==> src/rtl/lane_color_mapper_fx_if.sv <==
// Pixel-path bundle between the hit logic / pixel sources and the lane colour mapper.
interface lane_color_mapper_fx_if #(
  parameter int unsigned N_LANES = 8
);
  logic               frame_start;
  logic [9:0]         DrawX;
  logic [9:0]         DrawY;
  logic               is_num;
  logic [N_LANES-1:0] is_sr;
  logic [N_LANES-1:0] keyTrack;
  logic [N_LANES-1:0] hit;
  logic [N_LANES-1:0] miss;
  logic [7:0]         VGA_R;
  logic [7:0]         VGA_G;
  logic [7:0]         VGA_B;

  // Upstream side: drives pixel flags and judgements, receives RGB.
  modport master (
    output frame_start, DrawX, DrawY, is_num, is_sr, keyTrack, hit, miss,
    input  VGA_R, VGA_G, VGA_B
  );

  // Mapper side.
  modport slave (
    input  frame_start, DrawX, DrawY, is_num, is_sr, keyTrack, hit, miss,
    output VGA_R, VGA_G, VGA_B
  );
endinterface

==> src/rtl/lane_color_mapper_fx.sv <==
// Registered lane colour mapper: score digits, note lanes with per-lane hit/miss flash
// effects timed in frames, then background with optional DrawY gradient on green.
module lane_color_mapper_fx #(
  parameter int unsigned N_LANES      = 8,
  parameter int unsigned FLASH_FRAMES = 6,
  parameter bit          GRADIENT     = 1'b0,
  parameter logic [7:0]  BG_R         = 8'h00,
  parameter logic [7:0]  BG_G         = 8'h00,
  parameter logic [7:0]  BG_B         = 8'h00
) (
  input logic                    Clk,
  input logic                    Reset_n,
  lane_color_mapper_fx_if.slave  bus
);

  typedef enum logic [1:0] {StIdle, StHitFl, StMissFl} lane_st_e;

  localparam logic [5:0] FlashLoad = 6'(FLASH_FRAMES);

  lane_st_e   r_state_q [N_LANES];
  lane_st_e   w_state_d [N_LANES];
  logic [5:0] r_cnt_q   [N_LANES];
  logic [5:0] w_cnt_d   [N_LANES];
  logic [23:0] r_rgb_q;
  logic [23:0] w_rgb_d;
  logic [8:0]  w_g_sum;

  // DrawX is reserved for future modes; DrawY[2:0] is below gradient resolution.
  logic w_unused_ok;
  assign w_unused_ok = ^{bus.DrawX, bus.DrawY[2:0]};

  // Lane i uses palette entry i mod 4; bright when the lane key is held.
  function automatic logic [23:0] palette(input logic [1:0] sel, input logic bright);
    logic [23:0] c;
    c = 24'h000000;
    unique case (sel)
      2'd0: c = bright ? 24'h00FD00 : 24'h00D600;
      2'd1: c = bright ? 24'h0000FF : 24'h0000C9;
      2'd2: c = bright ? 24'hFFFF00 : 24'hF2F200;
      2'd3: c = bright ? 24'hFF0000 : 24'hAF0000;
      default: c = 24'h000000;
    endcase
    return c;
  endfunction

  // Gradient sum kept 9 bits wide so the clamp sees the carry.
  assign w_g_sum = {1'b0, BG_G} + {2'b00, bus.DrawY[9:3]};

  // Per-lane flash FSM next state: pulses load (hit beats miss), frame_start counts down.
  always_comb begin
    for (int i = 0; i < N_LANES; i++) begin
      w_state_d[i] = r_state_q[i];
      w_cnt_d[i]   = r_cnt_q[i];
      if (bus.hit[i]) begin
        w_state_d[i] = StHitFl;
        w_cnt_d[i]   = FlashLoad;
      end else if (bus.miss[i]) begin
        w_state_d[i] = StMissFl;
        w_cnt_d[i]   = FlashLoad;
      end else if (bus.frame_start && (r_state_q[i] != StIdle)) begin
        if (r_cnt_q[i] == 6'd1) begin
          w_state_d[i] = StIdle;
          w_cnt_d[i]   = 6'd0;
        end else begin
          w_cnt_d[i]   = r_cnt_q[i] - 6'd1;
        end
      end
    end
  end

  // Pixel colour selection from the lane state held before this edge.
  always_comb begin
    w_rgb_d = {BG_R, BG_G, BG_B};
    if (GRADIENT) begin
      w_rgb_d[15:8] = w_g_sum[8] ? 8'hFF : w_g_sum[7:0];
    end
    // Ascending scan so the highest-index active lane wins.
    for (int i = 0; i < N_LANES; i++) begin
      if (bus.is_sr[i]) begin
        unique case (r_state_q[i])
          StHitFl:  w_rgb_d = palette(2'(i), 1'b1) | 24'h808080;
          StMissFl: w_rgb_d = 24'h600000;
          default:  w_rgb_d = palette(2'(i), bus.keyTrack[i]);
        endcase
      end
    end
    if (bus.is_num) begin
      w_rgb_d = 24'hFFFFFF;
    end
  end

  // State, counters and RGB register with synchronous reset.
  always_ff @(posedge Clk) begin
    if (!Reset_n) begin
      for (int i = 0; i < N_LANES; i++) begin
        r_state_q[i] <= StIdle;
        r_cnt_q[i]   <= 6'd0;
      end
      r_rgb_q <= 24'h000000;
    end else begin
      for (int i = 0; i < N_LANES; i++) begin
        r_state_q[i] <= w_state_d[i];
        r_cnt_q[i]   <= w_cnt_d[i];
      end
      r_rgb_q <= w_rgb_d;
    end
  end

  assign bus.VGA_R = r_rgb_q[23:16];
  assign bus.VGA_G = r_rgb_q[15:8];
  assign bus.VGA_B = r_rgb_q[7:0];

endmodule

==> src/flat_wrapper.sv <==
// flat-port wrapper written by rule: the top's interface ports become plain ports
module lane_color_mapper_fx_flat 
#(
  parameter int unsigned N_LANES      = 8,
  parameter int unsigned FLASH_FRAMES = 6,
  parameter bit          GRADIENT     = 1'b0,
  parameter logic [7:0]  BG_R         = 8'h00,
  parameter logic [7:0]  BG_G         = 8'h00,
  parameter logic [7:0]  BG_B         = 8'h00
)
  (Clk, Reset_n, bus_frame_start, bus_DrawX, bus_DrawY, bus_is_num, bus_is_sr, bus_keyTrack, bus_hit, bus_miss, bus_VGA_R, bus_VGA_G, bus_VGA_B);
  lane_color_mapper_fx_if #(.N_LANES(N_LANES)) bus_i ();
  input logic Clk;
  input logic Reset_n;
  input wire logic [$bits(bus_i.frame_start)-1:0] bus_frame_start;
  input wire logic [$bits(bus_i.DrawX)-1:0] bus_DrawX;
  input wire logic [$bits(bus_i.DrawY)-1:0] bus_DrawY;
  input wire logic [$bits(bus_i.is_num)-1:0] bus_is_num;
  input wire logic [$bits(bus_i.is_sr)-1:0] bus_is_sr;
  input wire logic [$bits(bus_i.keyTrack)-1:0] bus_keyTrack;
  input wire logic [$bits(bus_i.hit)-1:0] bus_hit;
  input wire logic [$bits(bus_i.miss)-1:0] bus_miss;
  output wire logic [$bits(bus_i.VGA_R)-1:0] bus_VGA_R;
  output wire logic [$bits(bus_i.VGA_G)-1:0] bus_VGA_G;
  output wire logic [$bits(bus_i.VGA_B)-1:0] bus_VGA_B;
  assign bus_i.frame_start = bus_frame_start;
  assign bus_i.DrawX = bus_DrawX;
  assign bus_i.DrawY = bus_DrawY;
  assign bus_i.is_num = bus_is_num;
  assign bus_i.is_sr = bus_is_sr;
  assign bus_i.keyTrack = bus_keyTrack;
  assign bus_i.hit = bus_hit;
  assign bus_i.miss = bus_miss;
  assign bus_VGA_R = bus_i.VGA_R;
  assign bus_VGA_G = bus_i.VGA_G;
  assign bus_VGA_B = bus_i.VGA_B;
  lane_color_mapper_fx #(.N_LANES(N_LANES), .FLASH_FRAMES(FLASH_FRAMES), .GRADIENT(GRADIENT), .BG_R(BG_R), .BG_G(BG_G), .BG_B(BG_B)) u_core (.Clk(Clk), .Reset_n(Reset_n), .bus(bus_i));
endmodule
==> config.mk <==
export PLATFORM = sky130hd
export DESIGN_NAME = lane_color_mapper_fx_flat
export DESIGN_NICKNAME = d
export VERILOG_FILES = /design/src/rtl/lane_color_mapper_fx_if.sv /design/src/rtl/lane_color_mapper_fx.sv /design/src/flat_wrapper.sv
export SDC_FILE = /design/constraint.sdc
export NUM_CORES = 1
export LEC_CHECK = 0
export ABC_AREA = 1
export CAP_MARGIN = 20
export CORE_MARGIN = 2
export CORE_UTILIZATION = 30
export CTS_CLUSTER_DIAMETER = 200
export DETAILED_ROUTE_END_ITERATION = 7
export PLACE_DENSITY = 0.54
export RECOVER_POWER = 100
export SYNTH_ARGS = -nofsm -noshare
export SYNTH_HDL_FRONTEND = slang
export SYNTH_SLANG_ARGS = --single-unit
==> constraint.sdc <==
create_clock -name Clk -period 1.8 [get_ports Clk]
set_input_delay 0.18 -clock Clk [delete_from_list [all_inputs] [get_ports Clk]]
set_output_delay 0.18 -clock Clk [all_outputs]
set_load 0.01 [all_outputs]
; ---- After elaboration in Yosys (flattened, before gate mapping)
; Memory sizes are Yosys's and may differ from the RTL's.
; Cells that the tools add are included.
[word_totals]
register_bits = 24
mem_bits_rw = 64
input_bits = 56
output_inout_bits = 24
wordCells = 174
memories = 2
[memory_table]
columns = memory, depth, width, read_ports, rd_clocked_by_memory_dff, wr, line
row1 = u_core.r_cnt_q, 8, 6, 8, 0, 8, lane_color_mapper_fx.sv:22  ; logic [5:0] r_cnt_q [N_LANES];
row2 = u_core.r_state_q, 8, 2, 8, 0, 8, lane_color_mapper_fx.sv:20  ; lane_st_e r_state_q [N_LANES];
[classes]
n_addsub = 8
n_eq_ne = 24
n_mux = 107
bitwise_logic = 16
n_reduce_logical = 16
[ops]
columns = operator, n
row1 = $pmux 24 s2, 8
row2 = $mux 6, 42
row3 = $mux 24, 9
row4 = $mux 2, 40
row5 = $eq 6x1->1 const B, 8
row6 = $sub 6x1->6 const B, 8
row7 = $mux 23, 2
row8 = $mux 20, 2
row9 = $mux 14, 2
row10 = $eq 2x1->1 const B, 8
row11 = $eq 2x2->1 const B, 8
row12 = $or 1x1->1, 16
row13 = $reduce_bool 2->1, 8
row14 = $logic_and 1x1->1, 8
row15 = $mux 1, 2

; ---- Depth between registers and ports, before layout
; Gate-level depths: netlist of the first run.
; An unclocked memory read counts as a cell.
[depth]
depth_word = 12
mapped_depth = 12
depth_no_buf = 12

; ---- Worst setup path before layout of the first run
; No wires, ideal clock.
[synth_timing]
path_type = reg-to-reg
startpoint = memory u_core.r_state_q[0][6] (netlist bit)
endpoint = memory u_core.r_cnt_q[3][5], in the netlist u_core.r_cnt_q[0][23]
setup_ps = 115
arrival_ps = 1361
required_time_ps = 1685
path_slack_ps = 324
stages_incl_launch_ff = 9
path_buffers = 0
period_less_slack_ps = 1476
cell_sequence = dfxtp_1 -> inv_1 -> ha_1 -> nor2_8 -> nand3_2 -> or2_1 -> nor2_2 -> xnor2_1 -> nor2_1
[synth_lines]
columns = item, line
row1 = start: declaration, lane_color_mapper_fx.sv:20
row2 = end: declaration, lane_color_mapper_fx.sv:22

==> results of run 1 <==
repair_timing:
action / 4_1_cts / 5_1_grt
setup endpoints to repair: 0 / 1
endpoints found under the hold margin: 0 / 0
gates resized for setup: 0 / 1
synth_stat cells (all sizes together) (2+ instances only):
master / count / area share [%]
dfxtp: 79 / 35
nor3: 26 / 2.9
nor2: 81 / 8.1
xor2: 10 / 2.0
or2: 3 / 0.42
a21oi: 65 / 7.2
a31oi: 14 / 2.0
nand2: 101 / 8.4
clkinv: 2 / 0.17
o21ai: 36 / 4.0
nand3: 24 / 2.8
clkbuf: 5 / 0.42
inv: 101 / 8.5
xnor2: 4 / 0.78
ha: 44 / 12
buf: 11 / 1.7
nand4: 11 / 1.5
flip-flops by register name, summed over array words and instances, names as in the netlist:
register,count
u_core.r_cnt_q,48
u_core.r_state_q,16
u_core.r_rgb_q,15
layer usage:
metal | part of all wire [%] | vias to the layer above
li1 | - | 2150
met1 | 49 | 1804
met2 | 45 | 74
met3 | 4.4 | 10
met4 | 1.6 | 0
met5 | 0 | -
final timing paths:
check / from / to / slack, ns
max reg2reg: u_core.r_state_q[0][4]$_SDFFE_PN0P_ / u_core.r_rgb_q[14]$_SDFF_PN0_ / 0.17
min: u_core.r_cnt_q[0][29]$_SDFFE_PP0P_ / u_core.r_cnt_q[0][29]$_SDFFE_PP0P_ / 0.46
max: u_core.r_state_q[0][4]$_SDFFE_PN0P_ / u_core.r_rgb_q[14]$_SDFF_PN0_ / 0.17
min reg2reg: u_core.r_cnt_q[0][29]$_SDFFE_PP0P_ / u_core.r_cnt_q[0][29]$_SDFFE_PP0P_ / 0.46
power groups by stage:
| stage | Combinational [W] | Clock, W | Sequential [W] |
|---|---|---|---|
| floorplan | 0.000432 | 0 | 0.00192 |
| detailed placement | 0.000725 | 0 | 0.00192 |
| global route | 0.000806 | 0.00196 | 0.00189 |
| CTS | 0.000731 | 0.00189 | 0.00188 |
| global placement | 0.000717 | 0 | 0.00192 |
| finish | 0.000708 | 0.00182 | 0.00188 |
metrics by stage:
stage               utilization (%)  hold WS [ns]  std cells  area (um^2)
global route                  38.41        0.4609        881         5604
detailed placement            36.45        0.4422        866         5318
floorplan                         -        0.2593        627         4491
CTS                           38.49        0.4434        881         5615
finish                        38.41        0.4553        881         5604
global placement              36.45        0.4398        866         5318
area by class of cell:
class	instances	area (um^2)
fillers	1503	8985
inverters	103	389.1
flip-flops and latches	79	1582
repair buffers	71	681.9
multi-input cells	429	2424
well taps	184	230.2
clock buffers	10	239.0
clock inverters	5	58.81
logic make-up after synthesis:
kind of cell,Yosys count,synth area share [%]
flops,79,35.22
fa+ha+maj,44,12.26
buf+inv,119,10.81
compound gates,121,14.21
xor+xnor,14,2.730
simple gates,250,24.77
cells in the final DEF (no fill, tap or decap), types with 3 or more instances in the layout:
cell type / instances
a21oi_1: 65
inv_1: 100
nor2_1: 73
clkbuf_1: 3
nand2_1: 101
xnor2_1: 4
nor3_1: 26
xor2_1: 10
clkbuf_16: 9
ha_1: 44
o21ai_0: 35
nor2_4: 5
dlygate4sd3_1: 24
nand3_1: 23
clkdlybuf4s50_1: 35
buf_4: 7
nand4_1: 11
dfxtp_1: 79
a31oi_1: 14
worst max-delay path: cells and delay by family (launching register included):
family	cells	cell delay (ns)
adder cells (fa/ha/maj)	1	0.22
flip-flops	1	0.36
buffers and inverters	2	0.15
AO/OA/AOI/OAI	4	0.83
==> reports/results.txt, run 1 <==
Status: finished clean
Met2 Use GR: 22.33%
CTS Buffer Depth: 2
Final setup vio count: 0
Largest net degree at the start of global routing: 27
Period utilization: 90.40%
WL per Instance: 11.75 um
Place WS: 0.007582 ns
Starting Density: 30.78%
CP max-delay cell: dfxtp_1
Number of synthesized register bits: 79
Post-Syn Nets: 727
Core Box Area: 14,590 um^2
Grt met1 use: 17.49%
Mapped cell area: 4491 um^2
Final WS setup: 0.1728 ns
Crit path arrival time: 1.91 ns
Total GRT Usage: 13.88%
Crit start category: register
Number of global-route vias before repair: 4,017
Clock sinks: 79
Max-Slew Margin vs Limit: 77.86%
CTS tree: done
Gate Count Post-Synth: 627
Initial antenna violation count: 0
Sw power: 0.001168 W
Avg Vias per Cell: 4.583
Design internal power: 0.003243 W
Hpwl dp: 8238 um
Pins Over Slew Limit: 0
Yosys warns: 0
First-pass iteration count of the detailed router: 4
WP data required: 2.08 ns
First-pass GRT wire length: 18,060 um
Antenna Cells: 0
Routability congestion estimate: 0.8666
Most Crowded Layer GR: met2
Row count: 44
I/O pins: 80
Worst Hold Class: reg2reg
Nets: 793
Residual DRC: 0
Die height: 126.3 um
Synth-to-Final Area Change: 24.80%
Slowest stage delay, CP: 0.36 ns
Grt ovf: 0
Worst-path clk slew: 0.06 ns
DRT iter0 DRCs: 200
CTS root buf: clkbuf_16
RSZ-0062 raised after global routing: no
Post-synth EDFFs: 0
Total Power: 0.004411 W
CTS buffer count: 9
Logic pwr share: 16.1%
Worst path cell trace: inv_1, ha_1, a21oi_1, a21oi_1, o21ai_0, o21ai_0, inv_1
Fmax: 614.6 MHz
Crit path max fanout: 4
Die Span X: 126.3 um
DR vias: 4,038
Clock latency on the worst-skew pair: 0.34 ns
Critical Path End Type: register
Worst-Margin Slew: 0.3296 ns
Setup Fix Bufs, Post-CTS: 0
Avg Inst Size Synth: 7.162 um^2
Switching Fraction: 26.48%
Number of failing hold endpoints at the final stage: 0
Lkg Pwr: 2.395 nW
Buffers added on ports: 59
Critical path type: reg2reg
Final wirelength: 10,350 um
Synth cell types: 34
R2R cell count: 7
Clock group share of total power: 41.4%
Share of cells above drive strength 1: 5.165%
Hold buffer count at CTS: 0
Met3 Use GR: 3.922%
Total die area: 15,960 um^2
Antenna Nets Post-Route: 0
Ys flop type: dfxtp_1
Max VDD drop: 0.4316 mV
FFs w/ async S/R, synth: 0%
Sequential area share after synthesis: 35.22%
Final Critical Period: 1.627 ns
Hold depth: 1
Max-cap viol count: 0
Skew final: 0.005454 ns
PwrDens: 787.1 nW/um^2
Sequential power share: 42.6%
H-Tree Depth: 3
Setup TNS: 0 ns
(Power assumes the default switching activity.)
==> inputs of run 2 (changes only) <==
- PLACE_DENSITY: 0.54 -> 0.56
- clock period: 1.8 -> 1.3 ns (I/O delays scaled with it)
==> reports/results.txt, run 2 (same netlist as run 1, synthesis figures left out) <==
H-Tree Depth: 3 (unchanged)
CTS Buffer Depth: 2 (unchanged)
Period utilization: 111.6% (was 90.40%)
RSZ-0062 raised after global routing: yes (was no)
First-pass iteration count of the detailed router: 4 (unchanged)
Routability congestion estimate: 0.8960 (was 0.8666)
Critical path type: reg2reg (unchanged)
Placed cells: 944 (was 866)
CTS root buf: clkbuf_16 (unchanged)
Worst-path clk slew: 0.06 ns (about the same)
Fin util: 48.87% (was 38.41%)
Grt ovf: 0 (unchanged)
Antenna Nets Post-Route: 0 (unchanged)
Design internal power: 0.004841 W (was 0.003243 W)
Sw power: 0.001843 W (was 0.001168 W)
Total GRT Usage: 15.99% (was 13.88%)
Status: finished with violations (was finished clean)
Crit path max fanout: 3 (was 4)
First-pass GRT wire length: 20,930 um (was 18,060 um)
Register with the most flip-flops: u_core.r_cnt_q (unchanged)
Violated checks: setup timing
Total Power: 0.006684 W (was 0.004411 W)
Crit start category: register (unchanged)
WL per Instance: 13.22 um (was 11.75 um)
Final setup vio count: 20 (was 0)
Largest net degree at the start of global routing: 17 (was 27)
Pins Over Slew Limit: 0 (unchanged)
R2R cell count: 11 (was 7)
Top flop regs: u_core.r_cnt_q x48, u_core.r_state_q x16, u_core.r_rgb_q x15 (unchanged)
Max VDD drop: 0.6075 mV (was 0.4316 mV)
Hpwl dp: 9106 um (was 8238 um)
Buffers added on ports: 59 (unchanged)
Worst-Margin Slew: 0.3189 ns (was 0.3296 ns)
Switching Fraction: 27.58% (was 26.48%)
Worst Hold Class: in2reg (was reg2reg)
Core Box Area: 14,590 um^2 (unchanged)
Commonest non-fill, non-tap cell in the layout: buf_4 (was nand2_1)
Crit path arrival time: 1.73 ns (was 1.91 ns)
CTS tree: done (unchanged)
Avg Vias per Cell: 4.716 (was 4.583)
Critical Path End Type: register (unchanged)
Max-Slew Margin vs Limit: 78.66% (was 77.86%)
Logic pwr share: 22.4% (was 16.1%)
Die height: 126.3 um (unchanged)
Die Span X: 126.3 um (unchanged)
Number of failing hold endpoints at the final stage: 0 (unchanged)
Number of global-route vias before repair: 4,737 (was 4,017)
Hold buffer count at CTS: 0 (unchanged)
Max-cap viol count: 0 (unchanged)
Clock sinks: 79 (unchanged)
Setup TNS: -0.9812 ns (was 0 ns)
Clock latency on the worst-skew pair: 0.35 ns (was 0.34 ns)
Starting Density: 30.78% (unchanged)
Nets: 888 (was 793)
Total die area: 15,960 um^2 (unchanged)
Max reg flops: 48 (unchanged)
Final WS setup: -0.1511 ns (was 0.1728 ns)
DRT iter0 DRCs: 230 (was 200)
Lkg Pwr: 3.013 nW (was 2.395 nW)
Share of cells above drive strength 1: 39.14% (was 5.165%)
Final std cells w/o fill: 977 (was 881)
WP data required: 1.58 ns (was 2.08 ns)
Skew final: 0.004581 ns (was 0.005454 ns)
I/O pins: 80 (unchanged)
CTS buffer count: 9 (unchanged)
Initial antenna violation count: 1 (was 0)
Most frequent cells in the layout: buf_4, nand2_1, inv_1 (was nand2_1, inv_1, dfxtp_1)
PwrDens: 937.5 nW/um^2 (was 787.1 nW/um^2)
Sequential power share: 39.2% (was 42.6%)
Clock group share of total power: 38.4% (was 41.4%)
Fmax: 689.1 MHz (was 614.6 MHz)
Synth-to-Final Area Change: 58.76% (was 24.80%)
DR vias: 4,608 (was 4,038)
Row count: 44 (unchanged)
Residual DRC: 0 (unchanged)
Hold depth: 2 (was 1)
Final Critical Period: 1.451 ns (was 1.627 ns)
Final wirelength: 12,910 um (was 10,350 um)
## run 2: cell count changes in the layout (fill, tap and decap cells not counted), moves of 22 or more
cell / previous run / this run
ha_1: 44 / 21
dlygate4sd3_1: 24 / 0
buf_4: 7 / 92
a21oi_2: 0 / 22
o21ai_0: 35 / 8
inv_1: 100 / 74
nand2_1: 101 / 76
dlygate4sd2_1: 0 / 24
a21oi_1: 65 / 41
## run 2: per-stage QoR
| step | setup slack [ns] | cell area, um^2 | hold slack, ns |
|---|---|---|---|
| after floorplan | -0.01908 | 4533 | 0.2018 |
| after global placement | -0.4026 | 5933 | 0.4397 |
| after detailed placement | -0.3985 | 5933 | 0.4396 |
| after CTS | -0.1303 | 6618 | 0.3718 |
| after global routing | -0.2071 | 7129 | 0.4242 |
| final | -0.1511 | 7129 | 0.3986 |
## run 2: metal layers
layer | vias up | global-route usage [%] | part of all wire [%]
met4 | 0 | 5.559 | 1.6
met3 | 19 | 3.754 | 3.1
met2 | 71 | 28.81 | 53
met5 | - | 0 | 0
met1 | 2173 | 18.49 | 42
li1 | 2345 | - | -
## run 2: layout make-up
class                      count  area, um^2
antenna                        1       2.502
inverter                     103       409.1
timing repair buffer         166        1413
fill                        1389        7460
multi-input combinational    429        3163
tap                          184       230.2
sequential                    79        1613
clock buffer                  12       256.5
clock inverter                 3       42.54
## run 2: path summary, 6_finish.rpt
path | startpoint | endpoint | slack (ns)
max | u_core.r_state_q[0][0]$_SDFFE_PN0P_ | u_core.r_rgb_q[13]$_SDFF_PN0_ | -0.15
min reg2reg | u_core.r_cnt_q[0][29]$_SDFFE_PP0P_ | u_core.r_cnt_q[0][29]$_SDFFE_PP0P_ | 0.46
min | bus_hit[6] | u_core.r_state_q[0][13]$_SDFFE_PP0P_ | 0.40
max reg2reg | u_core.r_state_q[0][0]$_SDFFE_PN0P_ | u_core.r_rgb_q[13]$_SDFF_PN0_ | -0.15
## run 2: power by group through the flow
stage	sequential, W	combinational (W)	clock (W)
finish	0.00262	0.00150	0.00257
global route	0.00263	0.00165	0.00273
CTS	0.00261	0.00132	0.00263
detailed placement	0.00266	0.00122	0
global placement	0.00266	0.00120	0
floorplan	0.00266	0.000611	0
## run 2: critical path, cell delays in order (launching register included)
cell and delay, ns:
dfxtp_4 0.37, inv_4 0.05, ha_4 0.26, inv_2 0.04, nand2_4 0.06, nand3_2 0.08, nand2_2 0.08, buf_4 0.11
nand2_1 0.04, nand2_1 0.06, nand3_1 0.08, a21oi_2 0.15
## run 2: what timing repair did
item                                   4_1_cts  5_1_grt
setup endpoints to repair                   82       70
endpoints found under the hold margin        0        0
pin swaps                                   58       80
gates cloned                                 0        0
buffers inserted                            12        8
gates resized for setup                    126      160
